==> config.mk <==
export PLATFORM = sky130hd
export DESIGN_NAME = dmem_port_scheduler
export DESIGN_NICKNAME = d
export VERILOG_FILES = /design/src/rtl/tinker_pkg.sv /design/src/rtl/sat_counter.sv /design/src/rtl/dmem_port_scheduler.sv
export SDC_FILE = /design/constraint.sdc
export NUM_CORES = 1
export LEC_CHECK = 0
export ABC_AREA = 1
export BUFFER_PORTS_ARGS = -buffer_cell sky130_fd_sc_hd__buf_2
export CAP_MARGIN = 20
export CORE_AREA = 5 5 266 268
export CTS_BUF_LIST = sky130_fd_sc_hd__clkbuf_4
export CTS_CLUSTER_DIAMETER = 80
export DETAILED_ROUTE_END_ITERATION = 12
export DIE_AREA = 0 0 271 273
export SLEW_MARGIN = 20
export SYNTH_ARGS = -nofsm -noshare
export SYNTH_HDL_FRONTEND = slang
export SYNTH_SLANG_ARGS = --single-unit
==> constraint.sdc <==
create_clock -name clk -period 12.8 [get_ports clk]
set_input_delay 1.28 -clock clk [delete_from_list [all_inputs] [get_ports clk]]
set_output_delay 1.28 -clock clk [all_outputs]
set_load 0.01 [all_outputs]
==> src/rtl/tinker_pkg.sv <==
// Shared types for the data-port scheduler: scheduler states, the held
// request record and the default unified-memory size.
package tinker_pkg;

    localparam int unsigned MEM_BYTES_DEFAULT = 524288;

    typedef enum logic {
        IDLE = 1'b0,
        HELD = 1'b1
    } sched_state_t;

    typedef struct packed {
        logic        write;
        logic [63:0] addr;
        logic [63:0] wdata;
    } mem_req_t;

endpackage

==> src/rtl/sat_counter.sv <==
// Event counter that sticks at all-ones instead of wrapping.
module sat_counter #(
    parameter int CNT_W = 32
) (
    input  logic             clk,
    input  logic             reset,
    input  logic             inc,
    output logic [CNT_W-1:0] count
);

    always_ff @(posedge clk or posedge reset) begin
        if (reset) begin
            count <= '0;
        end else if (inc && (count != '1)) begin
            count <= count + CNT_W'(1);
        end
    end

endmodule

==> src/rtl/dmem_port_scheduler.sv <==
// Serializes the two issue slots' loads/stores onto the single data port,
// holding slot 1 for one cycle when both slots request in the same bundle.
module dmem_port_scheduler
    import tinker_pkg::*;
#(
    parameter int unsigned MEM_BYTES = MEM_BYTES_DEFAULT,
    parameter int          CNT_W     = 32
) (
    input  logic             clk,
    input  logic             reset,
    input  logic             req0_valid,
    input  logic             req0_write,
    input  logic [63:0]      req0_addr,
    input  logic [63:0]      req0_wdata,
    input  logic             req1_valid,
    input  logic             req1_write,
    input  logic [63:0]      req1_addr,
    input  logic [63:0]      req1_wdata,
    input  logic             flush,
    output logic [63:0]      mem_addr,
    output logic             mem_we,
    output logic [63:0]      mem_wdata,
    input  logic [63:0]      mem_rdata,
    output logic             stall,
    output logic             resp0_valid,
    output logic [63:0]      resp0_rdata,
    output logic             resp1_valid,
    output logic [63:0]      resp1_rdata,
    output logic             addr_err,
    output logic [CNT_W-1:0] cnt_grant0,
    output logic [CNT_W-1:0] cnt_grant1,
    output logic [CNT_W-1:0] cnt_conflict
);

    localparam logic [63:0] ADDR_MAX = 64'(MEM_BYTES) - 64'd8;

    sched_state_t state_reg, state_next;
    mem_req_t     hold_reg;
    mem_req_t     gnt;
    logic         gnt_valid;
    logic         gnt_slot1;
    logic         capture;
    logic         conflict;
    logic         in_range;
    logic         load0;
    logic         load1;

    always_comb begin
        state_next = state_reg;
        gnt        = '0;
        gnt_valid  = 1'b0;
        gnt_slot1  = 1'b0;
        capture    = 1'b0;
        conflict   = 1'b0;
        stall      = 1'b0;
        case (state_reg)
            IDLE: begin
                if (req0_valid) begin
                    gnt       = '{req0_write, req0_addr, req0_wdata};
                    gnt_valid = 1'b1;
                    if (req1_valid) begin
                        conflict = 1'b1;
                        // A flush in the bundle kills slot 1 before it is ever held.
                        if (!flush) begin
                            capture    = 1'b1;
                            stall      = 1'b1;
                            state_next = HELD;
                        end
                    end
                end else if (req1_valid) begin
                    gnt       = '{req1_write, req1_addr, req1_wdata};
                    gnt_valid = 1'b1;
                    gnt_slot1 = 1'b1;
                end
            end
            HELD: begin
                stall      = 1'b1;
                state_next = IDLE;
                if (!flush) begin
                    gnt       = hold_reg;
                    gnt_valid = 1'b1;
                    gnt_slot1 = 1'b1;
                end
            end
            default: state_next = IDLE;
        endcase

        in_range  = (gnt.addr <= ADDR_MAX);
        load0     = gnt_valid && !gnt_slot1 && !gnt.write;
        load1     = gnt_valid && gnt_slot1 && !gnt.write;
        mem_addr  = gnt.addr;
        mem_wdata = gnt.wdata;
        mem_we    = gnt_valid && gnt.write && in_range;

        if (reset) begin
            mem_addr  = '0;
            mem_wdata = '0;
            mem_we    = 1'b0;
            stall     = 1'b0;
        end
    end

    always_ff @(posedge clk or posedge reset) begin
        if (reset) begin
            state_reg   <= IDLE;
            hold_reg    <= '0;
            resp0_valid <= 1'b0;
            resp0_rdata <= '0;
            resp1_valid <= 1'b0;
            resp1_rdata <= '0;
            addr_err    <= 1'b0;
        end else begin
            state_reg <= state_next;
            if (capture) begin
                hold_reg <= '{req1_write, req1_addr, req1_wdata};
            end
            // Out-of-range loads still respond, but with zero data.
            resp0_valid <= load0;
            resp0_rdata <= (load0 && in_range) ? mem_rdata : '0;
            resp1_valid <= load1;
            resp1_rdata <= (load1 && in_range) ? mem_rdata : '0;
            addr_err    <= gnt_valid && !in_range;
        end
    end

    logic [2:0]       cnt_inc;
    logic [CNT_W-1:0] cnt_val [3];

    assign cnt_inc = {conflict, gnt_valid && gnt_slot1, gnt_valid && !gnt_slot1};

    for (genvar gi = 0; gi < 3; gi++) begin : g_cnt
        sat_counter #(.CNT_W(CNT_W)) u_cnt (
            .clk   (clk),
            .reset (reset),
            .inc   (cnt_inc[gi]),
            .count (cnt_val[gi])
        );
    end

    assign cnt_grant0   = cnt_val[0];
    assign cnt_grant1   = cnt_val[1];
    assign cnt_conflict = cnt_val[2];

endmodule

==> results.toml <==
[floorplanning]
ios = 684
rows = 96
dieArea_um2 = 73980
initial_utilization_pct = 26.22
chipHeight_um = 273
core_um2 = 68110
fp.dieW_um = 271

[synth]
postSynthCellCount = 2340
synth_mux_area_share_pct = 0
synth-edff-count = 0
syn_avg_cell_area_um2 = 7.632
yosys.area_share.adder_pct = 0.2102
ys_ff_latch = 357
synth_xor_area_share_pct = 4.217
yosys.area_share.simple_pct = 30.68
yosysSeqAreaShare_pct = 50.02
syn_nets = 2670
ys_types = 33
synth_warnings = 0
syn_area_um2 = 17860
synthArstFlopShare_pct = 100.0
synth_top_family_by_area = "simple AND/OR/NAND/NOR gates"
synth_compound_area_share_pct = 7.363
synth_flop_cell = "dfrtp_1"

[grt]
grt_max_degree = 105
overflow = 0
grt_pass1_wl_um = 109000
track_usage_pct = 18.73
antenna_found_initial = 26
first_global_vias = 18248

[place]
portBuffers = 683
dp_hpwl_um = 54220
dp.cells = 3803
placed_area_um2 = 21910
gp_congestion = 0.8907

[critical_path]
startpoint_type = "register"
crit_path_max_fanout = 74
crit_slowest_cell = "nor2_4"
crit_type = "register to output pin"
path_cells = "buf_4 -> clkinv_2 -> nor2_4 -> buf_4 -> nand2_1 -> nand3_1 -> nand2_1 -> nor2_1 -> nand2_1 -> nor2_1 -> nand2_2 -> nand3_1 -> nor2_1 -> buf_2"
slowest_delay_ns = 0.75
endpoint_kind = "output pin"
critical_path_required_ns = 11.52
critPathArrivalTime_ns = 4.99

[cts]
clock_path_buffers = 3
cts_resized = 0
clk_latency_ns = 0.86
cts_sinks = 357
clkTransAtPathRegs_ns = 0.06
post_cts_buffers = 0
cts_root_buffer = "clkbuf_4"
postCtsHoldBufs = 0
htree_levels = 3
cts_tree = "yes"
cts_made_buffers = 102

[drt]
avgRoutedWirePerCell_um = 18.00
drtIter0Drc = 1227
ant_nets = 0
drtPass1Iterations = 6
dr_total_vias = 18495
wl_um = 71980
via_per_inst = 4.625
drc_errors = 0

[timing]
slew_viol_final = 0
setup_viol_count_final = 0
hold_ws_ns = 0.4733
hold_violations = 0
post-route-period-util_pct = 48.98
finalClockSkew_ns = 0.07868
worst_pin_slew_ns = 1.075
slew_headroom_pct = 28.31
clock.fmax_mhz = 159.5
finalCriticalPeriod_ns = 6.269
rsz0062_at_grt = "no"
finalSetupTns_ns = 0

[cells_and_area]
largest_reg_flops = 129
nFillCells = 7400
fin_area_um2 = 23260
final_common_cell = "nand2_1"
finalNetCount = 3355
multi_input_area_um2 = 7602
seqCellArea_um2 = 8935
area_delta_synth_final_pct = 30.22
drive_gt1_share_pct = 28.43
final_cell_mix = "828 x nand2_1, 682 x buf_2, 356 x dfrtp_1"
fin_util_pct = 34.15
final_cells = 3999

[job]
max_cap_viol_count = 0

[power_and_ir_drop]
p_per_area_nw_per_um2 = 122.9
p_leak_uw = 0.01293
ir_drop_mv = 0.05302

[run_status]
status = "finished clean"

[hold_path]
hold_path_class = "register to register"
metrics by stage:
step | power, µW | setup WS, ns
final | 2859 | 6.531
after global routing | 3045 | 5.989
after CTS | 2912 | 6.352
after detailed placement | 1795 | 7.260
after global placement | 1790 | 7.266
after floorplan | 1584 | 1.427
area by class of cell:
class                           count  area share, %
Antenna cell                       18         0.1937
Clock buffer                      156          5.035
Clock inverter                     22         0.5541
Inverter                          189          3.110
Multi-Input combinational cell   1675          32.69
Sequential cell                   357          38.42
Tap cell                          882          4.745
Timing Repair Buffer              700          15.26
layer usage:
metal	routed length (µm)	vias to the layer above	GRT usage [%]
met1	28220	8631	23.05
met5	34	-	0
met3	6942	149	6.260
met2	34440	842	30.67
met4	2347	8	6.928
li1	-	8865	-
report_power, final:
group	switching, µW	internal [µW]
registers	79.7	1230
clock network	514	572
logic	292	168
total	885	1970
path summary, 6_finish.rpt:
path / from / to / slack [ns] / cells after the start
worst min register to register: hold_reg[29] / hold_reg[29] / 0.47 / 2
worst min-delay path: hold_reg[29] / hold_reg[29] / 0.47 / 2
worst max-delay path: state_reg / mem_we / 6.53 / 14
min in group asynchronous: reset / hold_reg[123] / 0.95 / 2
worst max register to register: state_reg / resp1_rdata[53] / 7.96 / 14
max in group asynchronous: reset / g_cnt[1].u_cnt.count[28] / 9.58 / 4
cell families (layout without fill, tap and decap cells):
family                   after synthesis  count (layout)
AO/OA/AOI/OAI                        227             227
other                                  0              18
AND/OR/NAND/NOR                     1359            1359
adder cells (fa/ha/maj)                3               3
XOR/XNOR                              86              86
buffers and inverters                308            1067
flip-flops                           357             357
cell usage after synthesis (all sizes together), types with 13 or more instances:
master	instances	area share [%]
inv	185	3.9
nand2	829	17
nor2	321	6.9
buf	56	2.2
nor3	46	1.3
a32oi	25	1.2
nand3	125	3.5
nor4	13	0.46
clkbuf	63	1.3
o21ai	79	2.2
nand4	19	0.83
dfrtp	357	50
xor2	62	3.0
a31oi	61	2.1
a21oi	60	1.7
xnor2	24	1.2
critical path: cells and delay by family (launching register included):
family	cells	cell delay (ns)
buffers and inverters	4	2.04
flip-flops	1	0.34
AND/OR/NAND/NOR	10	1.75
Note: power is estimated with default switching activity, not from simulation.
